--- src/rtl/para.sv ---
// rtl/para.sv - shared network parameters, monitor FSM states and widths
package para;

   localparam int FLIT_SIZE = 32;
   localparam int UTIL_W    = 8;
   localparam int SUM_W     = 16;

   typedef enum logic [1:0] {
      IDLE    = 2'd0,
      MEASURE = 2'd1,
      REPORT  = 2'd2
   } mon_state_t;

endpackage

--- src/rtl/link_util_monitor_util_counter.sv ---
// rtl/link_util_monitor_util_counter.sv - windowed busy counter with saturating 8-bit scaled output
module util_counter
   import para::*;
#(
   parameter int WINDOW_LOG2 = 8
) (
   input  logic              clk,
   input  logic              rst,
   input  logic              measure,
   input  logic              inc,
   input  logic              latch,
   input  logic              clr,
   output logic [UTIL_W-1:0] util
);

   logic [WINDOW_LOG2:0] count;
   logic [WINDOW_LOG2:0] count_nxt;
   logic [UTIL_W-1:0]    util_scaled;

   assign count_nxt = count + {{WINDOW_LOG2{1'b0}}, inc};

   // A completely busy window overflows the top slice, so pin it to full scale.
   assign util_scaled = count_nxt[WINDOW_LOG2] ? {UTIL_W{1'b1}}
                                               : count_nxt[WINDOW_LOG2-1 -: UTIL_W];

   always_ff @(posedge clk or negedge rst) begin
      if (!rst) begin
         count <= '0;
         util  <= '0;
      end else begin
         count <= (measure && !latch) ? count_nxt : '0;
         if (clr)
            util <= '0;
         else if (latch)
            util <= util_scaled;
      end
   end

endmodule

--- src/rtl/link_util_monitor.sv ---
// rtl/link_util_monitor.sv - passive link tap reporting per-window direction/injection utilisation
module link_util_monitor
   import para::*;
#(
   parameter int WINDOW_LOG2 = 8,
   parameter int DIR_BIT     = 0,
   parameter int INJ_BIT     = 1
) (
   input  logic               clk,
   input  logic               rst,
   input  logic [FLIT_SIZE:0] link_flit,
   input  logic               en,
   input  logic               clr,
   output logic [UTIL_W-1:0]  cw_util,
   output logic [UTIL_W-1:0]  ccw_util,
   output logic [UTIL_W-1:0]  inj_util,
   output logic [SUM_W-1:0]   link_sum,
   output logic               util_valid,
   output logic               measuring
);

   localparam logic [WINDOW_LOG2-1:0] WIN_ONE = 1;
   localparam logic [SUM_W-1:0]       SUM_ONE = 1;

   mon_state_t             state;
   mon_state_t             state_nxt;
   logic [WINDOW_LOG2-1:0] window_cnt;
   logic                   report_now;
   logic                   in_measure;
   logic                   busy;

   assign in_measure = (state == MEASURE);
   assign busy       = link_flit[FLIT_SIZE];
   assign measuring  = in_measure;

   always_ff @(posedge clk or negedge rst) begin
      if (!rst)
         state <= IDLE;
      else
         state <= state_nxt;
   end

   // report_now marks the final counted cycle; outputs land on the following edge.
   always_comb begin
      state_nxt  = state;
      report_now = 1'b0;
      case (state)
         IDLE: begin
            if (en)
               state_nxt = MEASURE;
         end
         MEASURE: begin
            if (!en) begin
               state_nxt = IDLE;
            end else if (window_cnt == {WINDOW_LOG2{1'b1}}) begin
               state_nxt  = REPORT;
               report_now = 1'b1;
            end
         end
         REPORT: begin
            state_nxt = en ? MEASURE : IDLE;
         end
         default: state_nxt = IDLE;
      endcase
   end

   always_ff @(posedge clk or negedge rst) begin
      if (!rst) begin
         window_cnt <= '0;
         util_valid <= 1'b0;
         link_sum   <= '0;
      end else begin
         window_cnt <= in_measure ? window_cnt + WIN_ONE : '0;
         util_valid <= report_now;
         // Cumulative count survives window aborts; only clr or reset clears it.
         if (clr)
            link_sum <= '0;
         else if (in_measure && busy && (link_sum != {SUM_W{1'b1}}))
            link_sum <= link_sum + SUM_ONE;
      end
   end

   util_counter #(.WINDOW_LOG2(WINDOW_LOG2)) u_cw (
      .clk     (clk),
      .rst     (rst),
      .measure (in_measure),
      .inc     (busy && link_flit[DIR_BIT]),
      .latch   (report_now),
      .clr     (clr),
      .util    (cw_util)
   );

   util_counter #(.WINDOW_LOG2(WINDOW_LOG2)) u_ccw (
      .clk     (clk),
      .rst     (rst),
      .measure (in_measure),
      .inc     (busy && !link_flit[DIR_BIT]),
      .latch   (report_now),
      .clr     (clr),
      .util    (ccw_util)
   );

   util_counter #(.WINDOW_LOG2(WINDOW_LOG2)) u_inj (
      .clk     (clk),
      .rst     (rst),
      .measure (in_measure),
      .inc     (busy && link_flit[INJ_BIT]),
      .latch   (report_now),
      .clr     (clr),
      .util    (inj_util)
   );

endmodule

--- config.mk ---
export PLATFORM = sky130hd
export DESIGN_NAME = link_util_monitor
export DESIGN_NICKNAME = d
export VERILOG_FILES = /design/src/rtl/para.sv /design/src/rtl/link_util_monitor_util_counter.sv /design/src/rtl/link_util_monitor.sv
export SDC_FILE = /design/constraint.sdc
export NUM_CORES = 1
export LEC_CHECK = 0
export ABC_AREA = 1
export BUFFER_PORTS_ARGS = -buffer_cell sky130_fd_sc_hd__buf_2
export CORE_UTILIZATION = 40
export DETAILED_ROUTE_END_ITERATION = 12
export GPL_TIMING_DRIVEN = 1
export HOLD_SLACK_MARGIN = 0.12
export PLACE_DENSITY = 0.68
export SLEW_MARGIN = 20
export SYNTH_ARGS = -nofsm -noshare
export SYNTH_HDL_FRONTEND = slang
export SYNTH_SLANG_ARGS = --single-unit
--- constraint.sdc ---
create_clock -name clk -period 2.4 [get_ports clk]
set_input_delay 0.48 -clock clk [delete_from_list [all_inputs] [get_ports clk]]
set_output_delay 0.48 -clock clk [all_outputs]
set_load 0.03 [all_outputs]
==> results of run 1 <==
[cells in the mapped netlist]
| library cell | count | share of area |
|---|---|---|
| nor2_1 | 63 | 0.060 |
| nand3_1 | 55 | 0.070 |
| o21ai_1 | 5 | 0.0063 |
| xnor2_1 | 8 | 0.018 |
| o21ai_0 | 6 | 0.0076 |
| buf_6 | 1 | 0.0029 |
| a21oi_1 | 6 | 0.0076 |
| inv_2 | 5 | 0.0048 |
| nor2_2 | 2 | 0.0032 |
| nor3_1 | 1 | 0.0013 |
| inv_1 | 43 | 0.041 |
| nand2_1 | 164 | 0.16 |
| clkbuf_1 | 4 | 0.0038 |
| xor2_1 | 10 | 0.022 |
| nand2_2 | 2 | 0.0032 |
| dfrtp_1 | 78 | 0.50 |
| ha_1 | 10 | 0.032 |
| o21bai_1 | 2 | 0.0038 |
| nand4_4 | 1 | 0.0054 |
| nand4_1 | 12 | 0.019 |
| nor2_4 | 8 | 0.023 |
| buf_4 | 3 | 0.0057 |
| o21a_1 | 2 | 0.0038 |
| buf_1 | 1 | 0.00095 |
| buf_2 | 3 | 0.0038 |
[layout make-up]
class	instances	area, sq um
Clock buffer	13	159
Clock inverter	3	42.5
Fill cell	943	4820
Inverter	48	180
Multi-Input combinational cell	357	1740
Sequential cell	78	1950
Tap cell	129	161
Timing Repair Buffer	56	318
[routing by layer]
metal  wire [microns]  track usage  vias up
met5                0            0        -
met4              102       0.0569        0
met3              416       0.0380        9
met2             3850        0.288       65
met1             3970        0.237     1535
li1                 -            -     1672
[cells by family after synthesis]
| family | Yosys count | share of synthesized area |
|---|---|---|
| AND/OR/NAND/NOR | 308 | 0.341 |
| flip-flops | 78 | 0.495 |
| buffers and inverters | 60 | 0.0629 |
| adder cells (fa/ha/maj) | 10 | 0.0317 |
| AO/OA/AOI/OAI | 21 | 0.0292 |
| XOR/XNOR | 18 | 0.0400 |
[where the power goes]
| part | switching, mW | internal [mW] |
|---|---|---|
| clock network | 0.489 | 0.537 |
| logic | 0.0960 | 0.0353 |
| registers | 0.00940 | 1.33 |
| total | 0.594 | 1.90 |
[worst max-delay path, delay by kind of cell]
| kind | cells | cell delay, ns |
|---|---|---|
| and+or+nand+nor | 8 | 1.07 |
| adders and majority gates | 2 | 0.35 |
| buffers and inverters | 2 | 0.18 |
[how the worst max path moves through the flow]
stage                   from            end  cells after the start
3_3_place_gp   link_flit[32]  u_ccw.util[4]                     12
5_1_grt        window_cnt[0]   u_cw.util[7]                      7
6_report       link_flit[32]  u_ccw.util[1]                     12
4_1_cts        link_flit[32]  u_ccw.util[0]                     12
2_1_floorplan  link_flit[32]  u_inj.util[0]                     11
3_5_place_dp   link_flit[32]  u_ccw.util[5]                     12
[stage by stage]
step / total power [mW] / std cells
5_1_grt: 2.57 / 684
6_report: 2.49 / 684
3_5_place_dp: 1.50 / 667
2_1_floorplan: 1.43 / 495
3_3_place_gp: 1.49 / 667
4_1_cts: 2.51 / 684
[what timing repair did]
action	CTS	global route
hold buffers	1	0
endpoints found under the hold margin	31	0
setup buffers	0	0
[state kept, by name, summed over array words and instances, names as in the netlist]
name / count
u_ccw.count: 9
util_valid: 1
u_inj.count: 9
state: 2
u_inj.util: 8
window_cnt: 8
u_cw.util: 8
link_sum: 16
u_cw.count: 9
u_ccw.util: 8
==> results.sh, run 1 <==
export IMPL_drc=0
export IMPL_holdCritStartpoint="en"
export IMPL_cp_end_kind="register"
export IMPL_antenna_found_initial=0
export IMPL_drive_gt1_frac=0.157
export IMPL_die_h_microns=101
export IMPL_cts_sinks=78
export IMPL_globalplace_congestion=0.769
export IMPL_fp_coreArea_sq_um=9370
export IMPL_final_cell_mix="164 x nand2_1, 78 x dfrtp_1, 63 x nor2_1"
export IMPL_layout_commonest_cell="nand2_1"
export IMPL_synth_seq_area_share=0.495
export IMPL_p_per_area_nw_per_um2=547
export IMPL_critPathMaxStageDelay_ns=0.24
export IMPL_cts_made_buffers=9
export IMPL_hold_end="state[0]"
export IMPL_grt_max_degree=48
export IMPL_hold_viol_final=0
export IMPL_critPathMaxFanout=9
export IMPL_place_ws_ns=0.222
export IMPL_grt_overflow=0
export IMPL_critical_path_cell_chain="buf_2, inv_2, nor2_1, ha_1, ha_1, nand3_1, nor2_1, nand3_1, nand2_1, nand2_1, nand2_1, nand2_1"
export IMPL_syn_inst=495
export IMPL_final_nets=597
export IMPL_yosysWarnings=0
export IMPL_reg2reg_depth=7
export IMPL_p_leak_nw=2.56
export IMPL_synthDistinctLibCells=25
export IMPL_clockRootBuffer="clkbuf_8"
export IMPL_min_period_over_period=0.763
export IMPL_cp_start_kind="primary input"
export IMPL_slew_viol_final=0
export IMPL_post_drt_wl_per_cell_microns=12.2
export IMPL_slew_headroom=0.630
export IMPL_rows=35
export IMPL_insertedDiodeCount=0
export IMPL_status="finished clean"
export IMPL_synth_seq_cells=78
export IMPL_die_area_sq_um=10300
export IMPL_reg2reg_from="window_cnt[0]"
export IMPL_place_area_sq_um=4340
export IMPL_design_area_sq_um=4550
export IMPL_syn_area_per_cell_sq_um=7.96
export IMPL_setup_viol=0
export IMPL_post_route_util=0.486
export IMPL_maxCapViolations=0
export IMPL_ant_nets=0
export IMPL_reg2reg_slack_ns=0.59
export IMPL_grt_pass1_wl_mm=14.3
export IMPL_dp_hpwl_mm=5.74
export IMPL_worst_pin_slew_ns=0.554
export IMPL_required_ns=2.64
export IMPL_grt_pass1_vias=3159
export IMPL_drtIter0Drc=126
export IMPL_vias=3281
export IMPL_critPathSlowestCell="nand2_1"
export IMPL_hold_path_cell_count=2
export IMPL_hold_class="primary input to register"
export IMPL_io_buffers=48
export IMPL_tns_ns=0
export IMPL_rsz0062_at_grt="false"
export IMPL_die_w_microns=101
export IMPL_first_pass_iters=4
export IMPL_track_usage=0.177
export IMPL_cts_buffer_depth=2
export IMPL_cts_max_level=3
export IMPL_peakVddDrop_mv=0.257
export IMPL_clock_fmax_ghz=0.546
export IMPL_criticalPathCategory="primary input to register"
export IMPL_ios=79
export IMPL_ctsResizeCount=0
export IMPL_fin_crit_ns=1.83
export IMPL_via_per_inst=4.80
export IMPL_clk_pin_slew_worst_paths_ns=0.08
export IMPL_synthToLayoutAreaGrowth_pct=15.6
export IMPL_crit_top_cell="nand2_1"
export IMPL_final_setup_worst_slack_ns=0.570
export IMPL_initial_core_util=0.421
export IMPL_syn_area_sq_um=3940
export IMPL_hold_slack_ns=0.402
export IMPL_syn_nets=542
export IMPL_fin_skew_ns=0.0114
export IMPL_cts_tree="done"
export IMPL_arrival_ns=2.07
export IMPL_clkLatencyLatePin_ns=0.36
export IMPL_worst_r2r_endpoint="u_cw.util[7]"
export IMPL_route_final_wire_length_mm=8.34
Note: power is estimated with default switching activity, not from simulation.
==> run 2, diff against run 1 <==
Settings changed: ABC_AREA 1 to 0, PLACE_DENSITY 0.68 to 0.69.
Clock period 2.4 ns to 1.87 ns, I/O delays scaled along.
==> run 2 against run 1 <==
Effect of this change:
- clock power rose by 23%
- clock-buffer cell count fell by 4
- first-iteration DRC count rose by 25%
- core utilization rose by 1.6 points
- via count fell by 13%
- critical path depth fell by 8
- register-to-register slack got worse by 0.40 ns
- synthesized area fell by 7.9%
- die area fell by 7.8%
- power rose by 26%
- critical endpoint is now link_sum[7]
==> results.sh, run 2 <==
export IMPL_final_cell_mix="78 x dfrtp_1, 65 x nor2_1, 47 x buf_2"
export IMPL_vias=2841
export IMPL_track_usage=0.173
export IMPL_syn_nets=396
export IMPL_layout_commonest_cell="dfrtp_1"
export IMPL_top_register="link_sum"
export IMPL_p_per_area_nw_per_um2=713
export IMPL_grt_overflow=0
export IMPL_worst_pin_slew_ns=0.438
export IMPL_post_cts_buffers=0
export IMPL_critical_path_cell_chain="and4b_4, nand3_4, or4_1, a21oi_1"
export IMPL_cts_buffer_depth=2
export IMPL_reg2reg_slack_ns=0.19
export IMPL_hold_slack_ns=0.286
export IMPL_synth_seq_area_share=0.538
export IMPL_cp_start_kind="register"
export IMPL_drc=0
export IMPL_synth_top_area_share=0.538
export IMPL_synth_edf_count=0
export IMPL_synth_area_leader_cell="dfrtp_1"
export IMPL_drive_gt1_frac=0.242
export IMPL_hold_viol_final=0
export IMPL_clkLatencyLatePin_ns=0.36
export IMPL_syn_area_sq_um=3630
export IMPL_io_buffers=48
export IMPL_async_flop_share=1.00
export IMPL_synth_seq_cells=78
export IMPL_worst_r2r_endpoint="link_sum[7]"
export IMPL_hold_path_cell_count=2
export IMPL_min_period_over_period=0.900
export IMPL_largest_reg_flops=16
export IMPL_synthToLayoutAreaGrowth_pct=21.1
export IMPL_post_route_util=0.502
export IMPL_dp_hpwl_mm=5.15
export IMPL_syn_area_per_cell_sq_um=10.4
export IMPL_fin_crit_ns=1.68
export IMPL_clock_fmax_ghz=0.594
export IMPL_reg2reg_from="state[1]"
export IMPL_dp_cells=516
export IMPL_clockRootBuffer="clkbuf_8"
export IMPL_die_w_microns=97.3
export IMPL_critPathMaxFanout=14
export IMPL_syn_inst=349
export IMPL_final_setup_worst_slack_ns=0.187
export IMPL_fp_coreArea_sq_um=8760
export IMPL_p_sw_mw=0.765
export IMPL_insertedDiodeCount=0
export IMPL_critPathMaxStageDelay_ns=0.53
export IMPL_tns_ns=0
export IMPL_grt_pass1_vias=2730
export IMPL_criticalPathCategory="register to register"
export IMPL_synth_most_common_cell="dfrtp_1"
export IMPL_die_h_microns=97.3
export IMPL_die_area_sq_um=9460
export IMPL_route_final_wire_length_mm=7.68
export IMPL_synth_main_ff_cell="dfrtp_1"
export IMPL_slew_headroom=0.707
export IMPL_power_frac_seq=0.547
export IMPL_intPower_mw=2.37
export IMPL_ios=79
export IMPL_initial_core_util=0.414
export IMPL_p_leak_nw=2.07
export IMPL_drtIter0Drc=157
export IMPL_ant_nets=0
export IMPL_post_drt_wl_per_cell_microns=14.4
export IMPL_arrival_ns=1.97
export IMPL_yosysWarnings=0
export IMPL_cts_max_level=3
export IMPL_synth_area_leaders="dfrtp_1 54%, nor2_1 6.7%, xnor2_1 3.9%"
export IMPL_grt_pass1_wl_mm=13.1
export IMPL_combPwrFrac=0.047
export IMPL_clockPowerShare=0.406
export IMPL_via_per_inst=5.32
export IMPL_cts_sinks=78
export IMPL_yosys_top_cells_count="78 x dfrtp_1, 65 x nor2_1, 20 x nand2_1"
export IMPL_setup_viol=0
export IMPL_fin_skew_ns=0.0131
export IMPL_place_area_sq_um=4150
export IMPL_hold_end="state[0]"
export IMPL_final_cells=534
export IMPL_status="finished clean"
export IMPL_rows=34
export IMPL_final_nets=468
export IMPL_grt_max_degree=79
export IMPL_design_area_sq_um=4400
export IMPL_hold_class="primary input to register"
export IMPL_p_total_mw=3.13
export IMPL_required_ns=2.15
export IMPL_clk_pin_slew_worst_paths_ns=0.08
export IMPL_cts_tree="done"
export IMPL_maxCapViolations=0
export IMPL_cp_end_kind="register"
export IMPL_place_ws_ns=-0.0484
export IMPL_globalplace_congestion=0.819
export IMPL_netSwitchingFraction=0.244
export IMPL_first_pass_iters=4
export IMPL_synthDistinctLibCells=45
export IMPL_antenna_found_initial=0
export IMPL_cts_made_buffers=9
export IMPL_holdCritStartpoint="en"
export IMPL_critPathSlowestCell="or4_1"
export IMPL_fill_cells=814
export IMPL_reg2reg_depth=4
export IMPL_peakVddDrop_mv=0.348
export IMPL_slew_viol_final=0
export IMPL_rsz0062_at_grt="false"
## run 2: worst max path at each step
stage                        startpoint             to  slack (ns)
after floorplan             link_sum[0]    link_sum[0]       0.005
after global placement    link_flit[32]  u_inj.util[6]       -0.06
after detailed placement  link_flit[32]  u_inj.util[3]       -0.05
after CTS                 window_cnt[0]  u_ccw.util[3]        0.08
after global routing      window_cnt[0]   u_cw.util[5]        0.05
final                          state[1]    link_sum[7]        0.19
## run 2: area by class of cell
type | instances | area [sq um] | share of cell area
inverter | 6 | 25.0 | 0.00569
clock inverter | 7 | 72.6 | 0.0165
multi-input combinational | 251 | 1600 | 0.363
sequential | 78 | 1950 | 0.444
clock buffer | 9 | 124 | 0.0282
tap | 108 | 135 | 0.0307
timing repair buffer | 75 | 490 | 0.112
## run 2: critical path: cells and delay by family, from the launching register on
family,cells,cell delay (ns)
and+or+nand+nor,3,1.06
AOI/OAI and AO/OA,1,0.16
DFF,1,0.39
## run 2: what timing repair did
action,CTS,global route
hold buffers,1,0
hold endpoints to repair,78,0
setup endpoints to repair,0,14
gates resized for setup,0,4
## run 2: kinds of logic after synthesis
logic type | count (synthesis) | synth area share
AO/OA/AOI/OAI | 60 | 0.112
XOR/XNOR | 26 | 0.0627
adder cells (fa/ha/maj) | 10 | 0.0345
buffers and inverters | 20 | 0.0265
flip-flops | 78 | 0.538
multiplexers | 2 | 0.00586
AND/OR/NAND/NOR | 153 | 0.221
## run 2: layer usage
metal / vias to the layer above / routed length, microns / share of wire / GRT usage
li1: 1393 / - / - / -
met1: 1386 / 3830 / 0.50 / 0.236
met2: 51 / 3420 / 0.45 / 0.265
met3: 11 / 294 / 0.038 / 0.0417
met4: 0 / 135 / 0.018 / 0.0713
met5: - / 0 / 0 / 0
## run 2: power groups by stage
stage	sequential [mW]	clock [mW]	combinational, mW
floorplan	1.75	0	0.0614
global placement	1.75	0	0.147
detailed placement	1.75	0	0.151
CTS	1.71	1.31	0.153
global route	1.72	1.38	0.168
finish	1.71	1.27	0.148
